[config.mk]
export PLATFORM = sky130hd
export DESIGN_NAME = bin_to_bcd
export DESIGN_NICKNAME = d
export VERILOG_FILES = /design/src/rtl/bin_to_bcd_pkg.sv /design/src/rtl/bcd_add3.sv /design/src/rtl/bin_to_bcd.sv
export SDC_FILE = /design/constraint.sdc
export NUM_CORES = 1
export LEC_CHECK = 0
export ABC_AREA = 0
export CORE_MARGIN = 2
export CORE_UTILIZATION = 30
export CTS_BUF_LIST = sky130_fd_sc_hd__clkbuf_4 sky130_fd_sc_hd__clkbuf_8 sky130_fd_sc_hd__clkbuf_16
export CTS_CLUSTER_SIZE = 25
export DETAILED_ROUTE_END_ITERATION = 10
export PLACE_DENSITY = 0.49
export SLEW_MARGIN = 20
export SYNTH_ARGS = -nofsm -noshare
export SYNTH_HDL_FRONTEND = slang
export SYNTH_HIERARCHICAL = 1
export SYNTH_SLANG_ARGS = --single-unit
[constraint.sdc]
create_clock -name clk -period 1.6 [get_ports clk]
set_input_delay 0.24 -clock clk [delete_from_list [all_inputs] [get_ports clk]]
set_output_delay 0.24 -clock clk [all_outputs]
set_load 0.05 [all_outputs]
[src/rtl/bin_to_bcd_pkg.sv]
// Shared definitions for the binary-to-BCD converter feeding the
// 4-digit seven-segment display driver.
//   state_t     : FSM state encoding (IDLE=0, SHIFT=1)
//   BCD_DASH    : nibble value the display renders as a dash
//   DISP_DIGITS : number of digits on the display
package bin_to_bcd_pkg;

  typedef enum logic {
    IDLE  = 1'b0,
    SHIFT = 1'b1
  } state_t;

  localparam logic [3:0] BCD_DASH    = 4'hF;
  localparam int         DISP_DIGITS = 4;

endpackage

[src/rtl/bcd_add3.sv]
// Combinational add-3 correction cell for one BCD digit.
// A digit of 5 or more would become >= 10 after the next left shift.
// Adding 3 first makes that shift carry correctly into the next digit.
//   digit    : current 4-bit BCD digit
//   adjusted : digit + 3 when digit >= 5, otherwise digit unchanged
module bcd_add3 (
  input  logic [3:0] digit,
  output logic [3:0] adjusted
);

  assign adjusted = (digit >= 4'd5) ? digit + 4'd3 : digit;

endmodule

[src/rtl/bin_to_bcd.sv]
// Sequential binary-to-BCD converter using shift-and-add-3 (double dabble).
// Produces packed BCD for the seven-segment display driver. Out-of-range
// values are shown as all-dash digits.
//   clk   : system clock
//   reset : asynchronous active-high reset, clears all state
//   start : request a conversion of bin
//   bin   : unsigned binary input, latched when start is accepted
//   busy  : high while a conversion is running
//   done  : one-cycle pulse when bcd/ovf update
//   bcd   : packed BCD result (nibble 0 = ones), held between conversions
//   ovf   : last accepted bin exceeded 10**DIGITS-1
module bin_to_bcd
  import bin_to_bcd_pkg::*;
#(
  parameter int IN_WIDTH = 14,
  parameter int DIGITS   = DISP_DIGITS
) (
  input  logic                  clk,
  input  logic                  reset,
  input  logic                  start,
  input  logic [IN_WIDTH-1:0]   bin,
  output logic                  busy,
  output logic                  done,
  output logic [4*DIGITS-1:0]   bcd,
  output logic                  ovf
);

  localparam int          ACC_W   = 4 * DIGITS;
  localparam int          CNT_W   = $clog2(IN_WIDTH + 1);
  localparam logic [63:0] BCD_MAX = 64'(10 ** DIGITS) - 64'd1;

  state_t              state_reg, state_next;
  logic [IN_WIDTH-1:0] sh_reg, sh_next;
  logic [ACC_W-1:0]    acc_reg, acc_next;
  logic [ACC_W-1:0]    acc_adj;
  logic [CNT_W-1:0]    cnt_reg, cnt_next;
  logic                ovf_pend_reg, ovf_pend_next;
  logic                busy_reg, busy_next;
  logic                done_reg, done_next;
  logic [ACC_W-1:0]    bcd_reg, bcd_next;
  logic                ovf_reg, ovf_next;
  logic                accept;

  // Per-digit add-3 corrections, applied before the shift in the same edge.
  for (genvar gi = 0; gi < DIGITS; gi++) begin : g_add3
    bcd_add3 u_add3 (
      .digit    (acc_reg[4*gi +: 4]),
      .adjusted (acc_adj[4*gi +: 4])
    );
  end

  always_ff @(posedge clk or posedge reset) begin
    if (reset) begin
      state_reg    <= IDLE;
      sh_reg       <= '0;
      acc_reg      <= '0;
      cnt_reg      <= '0;
      ovf_pend_reg <= 1'b0;
      busy_reg     <= 1'b0;
      done_reg     <= 1'b0;
      bcd_reg      <= '0;
      ovf_reg      <= 1'b0;
    end else begin
      state_reg    <= state_next;
      sh_reg       <= sh_next;
      acc_reg      <= acc_next;
      cnt_reg      <= cnt_next;
      ovf_pend_reg <= ovf_pend_next;
      busy_reg     <= busy_next;
      done_reg     <= done_next;
      bcd_reg      <= bcd_next;
      ovf_reg      <= ovf_next;
    end
  end

  always_comb begin
    state_next    = state_reg;
    sh_next       = sh_reg;
    acc_next      = acc_reg;
    cnt_next      = cnt_reg;
    ovf_pend_next = ovf_pend_reg;
    busy_next     = busy_reg;
    done_next     = 1'b0;
    bcd_next      = bcd_reg;
    ovf_next      = ovf_reg;
    accept        = 1'b0;

    case (state_reg)
      IDLE: begin
        accept = start;
      end
      SHIFT: begin
        if (cnt_reg == CNT_W'(IN_WIDTH)) begin
          // Finishing edge: publish the result. A new request is taken on
          // this same edge so back-to-back conversions run every IN_WIDTH+1
          // cycles.
          done_next  = 1'b1;
          bcd_next   = ovf_pend_reg ? {DIGITS{BCD_DASH}} : acc_reg;
          ovf_next   = ovf_pend_reg;
          busy_next  = 1'b0;
          state_next = IDLE;
          accept     = start;
        end else begin
          // Bits leaving the accumulator MSB only occur on overflow.
          acc_next = {acc_adj[ACC_W-2:0], sh_reg[IN_WIDTH-1]};
          sh_next  = {sh_reg[IN_WIDTH-2:0], 1'b0};
          cnt_next = cnt_reg + CNT_W'(1);
        end
      end
      default: state_next = IDLE;
    endcase

    if (accept) begin
      sh_next       = bin;
      acc_next      = '0;
      ovf_pend_next = (64'(bin) > BCD_MAX);
      cnt_next      = '0;
      busy_next     = 1'b1;
      state_next    = SHIFT;
    end
  end

  assign busy = busy_reg;
  assign done = done_reg;
  assign bcd  = bcd_reg;
  assign ovf  = ovf_reg;

endmodule

==> metrics.md <==
| Metric | Value |
|---|---|
| Setup_tns | `0 ns` |
| Root Driver | `clkbuf_8` |
| Critical path class | `flip-flop to flip-flop` |
| Total grt overflow | `0` |
| Outcome | `finished, final reports clean` |
| Post-DR wirelength/cell | `about 13 um` |
| Overall Power | `just under 7000 uW` |
| Skew-Pair Late Insertion Delay | `just over 0.3 ns` |
| DRC violations left | `0` |
| Worst r2r path cells | `7` |
| Share of cells above drive strength 1 | `approximately 17%` |
| CTS Hold Bufs | `0` |
| DRT Wirelength | `between 6000 and 7000 um` |
| DRT iter0 DRCs | `90` |
| RSZ-0062 raised after global routing | `false` |
| Overall Global Routing Usage | `between 10% and 20%` |
| Via count | `around 2200` |
| Antenna viol nets, final | `0` |
| Worst-path fanout max | `4` |
| R2r setup slk | `0.13 ns` |
| Die ar. | `10030 um2` |
| IO Port Bufs | `35` |
| Leak pwr | `0.001628 uW` |
| Worst Setup End Kind | `flip-flop` |
| Worst slew margin relative to its limit | `56.82%` |
| Row count | `35` |
| Final Core Density | `a little under two fifths` |
| Hold slack final | `between 0.2 and 0.3 ns` |
| Initial antenna violation count | `0` |
| CTS clk-pin slew, worst paths | `0.10 ns` |
| Layout Skew | `0.007535 ns` |
| Minimum clock period after layout | `about 1.5 ns` |
| Cells after synthesis | `approximately 310` |
| Final Net Count | `roughly 380` |
| TritonCTS buffer count | `5` |
| Required @ worst endpoint | `1.83 ns` |
| Final setup fails | `0` |
| Fill cells | `967` |
| Final slew viol count | `0` |
| Post-Syn Area per Cell | `between 8 and 9 um2` |
| DRT Pass-1 Iters | `4` |
| I/O Pins | `36` |
| CTS Sinks | `between 50 and 60` |
| First-pass GRT wire length | `between 10000 and 15000 um` |
| H-tree lvl count | `2` |
| Area Overhead vs Synth | `23.60%` |
| Worst VDD drop | `0.5815 mV` |
| Syn Nets | `approximately 340` |
| Largest net degree at the start of global routing | `56` |
| FF-to-FF End | `acc_reg[10]` |
| Max Cap Viol | `0` |
| CP Launch Type | `flip-flop` |
| Detail-routed via count per cell | `~4.7` |
| Initial Utilization | `a little under a third` |
| CTS tree | `built` |
| Final period util | `around nine tenths` |
| Fmax | `0.6819 GHz` |
| Vias in the first global route | `2197` |
| Ant. Diodes | `0` |
| Worst-case clock buffer depth | `2` |
| Worst EP arrival | `between 1.5 and 2 ns` |
| Worst r2r src | `acc_reg[9]` |
| Synthesized cell area | `around 2800 um2` |
| Final hold viol count | `0` |
| Power Dens Cells | `2019 nW/um2` |
| Worst slew pin tran | `0.6477 ns` |
| YS warnings | `6` |
| Die X | `about 100 um` |
| Worst min path class | `input pin to asynchronous set/reset pin` |
| Placeable core area | `approximately 9100 um2` |
| DP HPWL | `between 4000 and 5000 um` |
| Routability Congestion | `about 0.79` |
| Chip height | `100.1 um` |
==> critical path: stages, from the launching register on <==
cell and delay, ns:
dfrtp_1 0.41, inv_1 0.09, ha_1 0.18, nand2b_1 0.16, a21oi_2 0.20, mux2i_1 0.20
nand3_1 0.08, o21ai_0 0.08
==> per-stage QoR <==
stage                     area [um2]  setup slack [ns]  std cells
after floorplan                 2773           0.01707        309
after global placement          3328            0.1016        459
after detailed placement        3328           0.08407        459
after CTS                       3417           0.06470        467
after global routing            3427           0.01319        467
final                           3427            0.1335        467
==> report_power, final <==
group | switching (uW) | total [uW] | internal [uW]
clock | 456 | 780 | 324
combinational | 2120 | 3590 | 1480
sequential | 545 | 2550 | 2000
total | 3120 | 6920 | 3800
==> routing by layer <==
| layer | share of wire, % | track usage, % | routed length (um) | vias to the layer above |
|---|---|---|---|---|
| li1 | - | - | - | 1135 |
| met1 | 50 | 17.38 | 3024 | 1041 |
| met3 | 3.1 | 2.228 | 189 | 6 |
| met4 | 1.2 | 3.793 | 71 | 0 |
| met2 | 45 | 21.01 | 2718 | 33 |
| met5 | 0 | 0 | 0 | - |
==> worst max-delay path by stage <==
stage	from	end	cells past startpoint
finish	acc_reg[9]	acc_reg[10]	7
global route	acc_reg[0]	acc_reg[2]	7
CTS	cnt_reg[0]	sh_reg[3]	6
detailed placement	cnt_reg[0]	sh_reg[4]	6
global placement	cnt_reg[0]	ovf_pend_reg	6
floorplan	reset	acc_reg[0]	1
==> what timing repair did <==
| item | in CTS | in global routing |
|---|---|---|
| setup endpoints to repair | 0 | 21 |
| setup buffers | 0 | 0 |
| gates resized for setup | 0 | 2 |
| endpoints found under the hold margin | 0 | 0 |
==> layout make-up <==
| class | instances | area (um2) | share of cell area [%] |
|---|---|---|---|
| Clock buffer | 6 | 76.32 | 2.227 |
| Clock inverter | 2 | 12.51 | 0.3651 |
| Inverter | 14 | 52.55 | 1.533 |
| Multi-Input combinational cell | 222 | 1265 | 36.91 |
| Sequential cell | 55 | 1376 | 40.16 |
| Tap cell | 111 | 138.9 | 4.053 |
| Timing Repair Buffer | 57 | 505.5 | 14.75 |
==> cell usage in the layout (no fill, tap or decap), types with 5 or more instances in the layout <==
cell type and n:
clkbuf_8 5, ha_1 10, o21ai_1 6, mux2i_1 17
clkdlybuf4s50_1 16, nand2_1 53, nand2b_1 7, o21ai_0 47
nor2_1 23, inv_1 11, buf_4 38, nand3_1 30
dfrtp_1 55
Power figures use the tool's default switching activity.
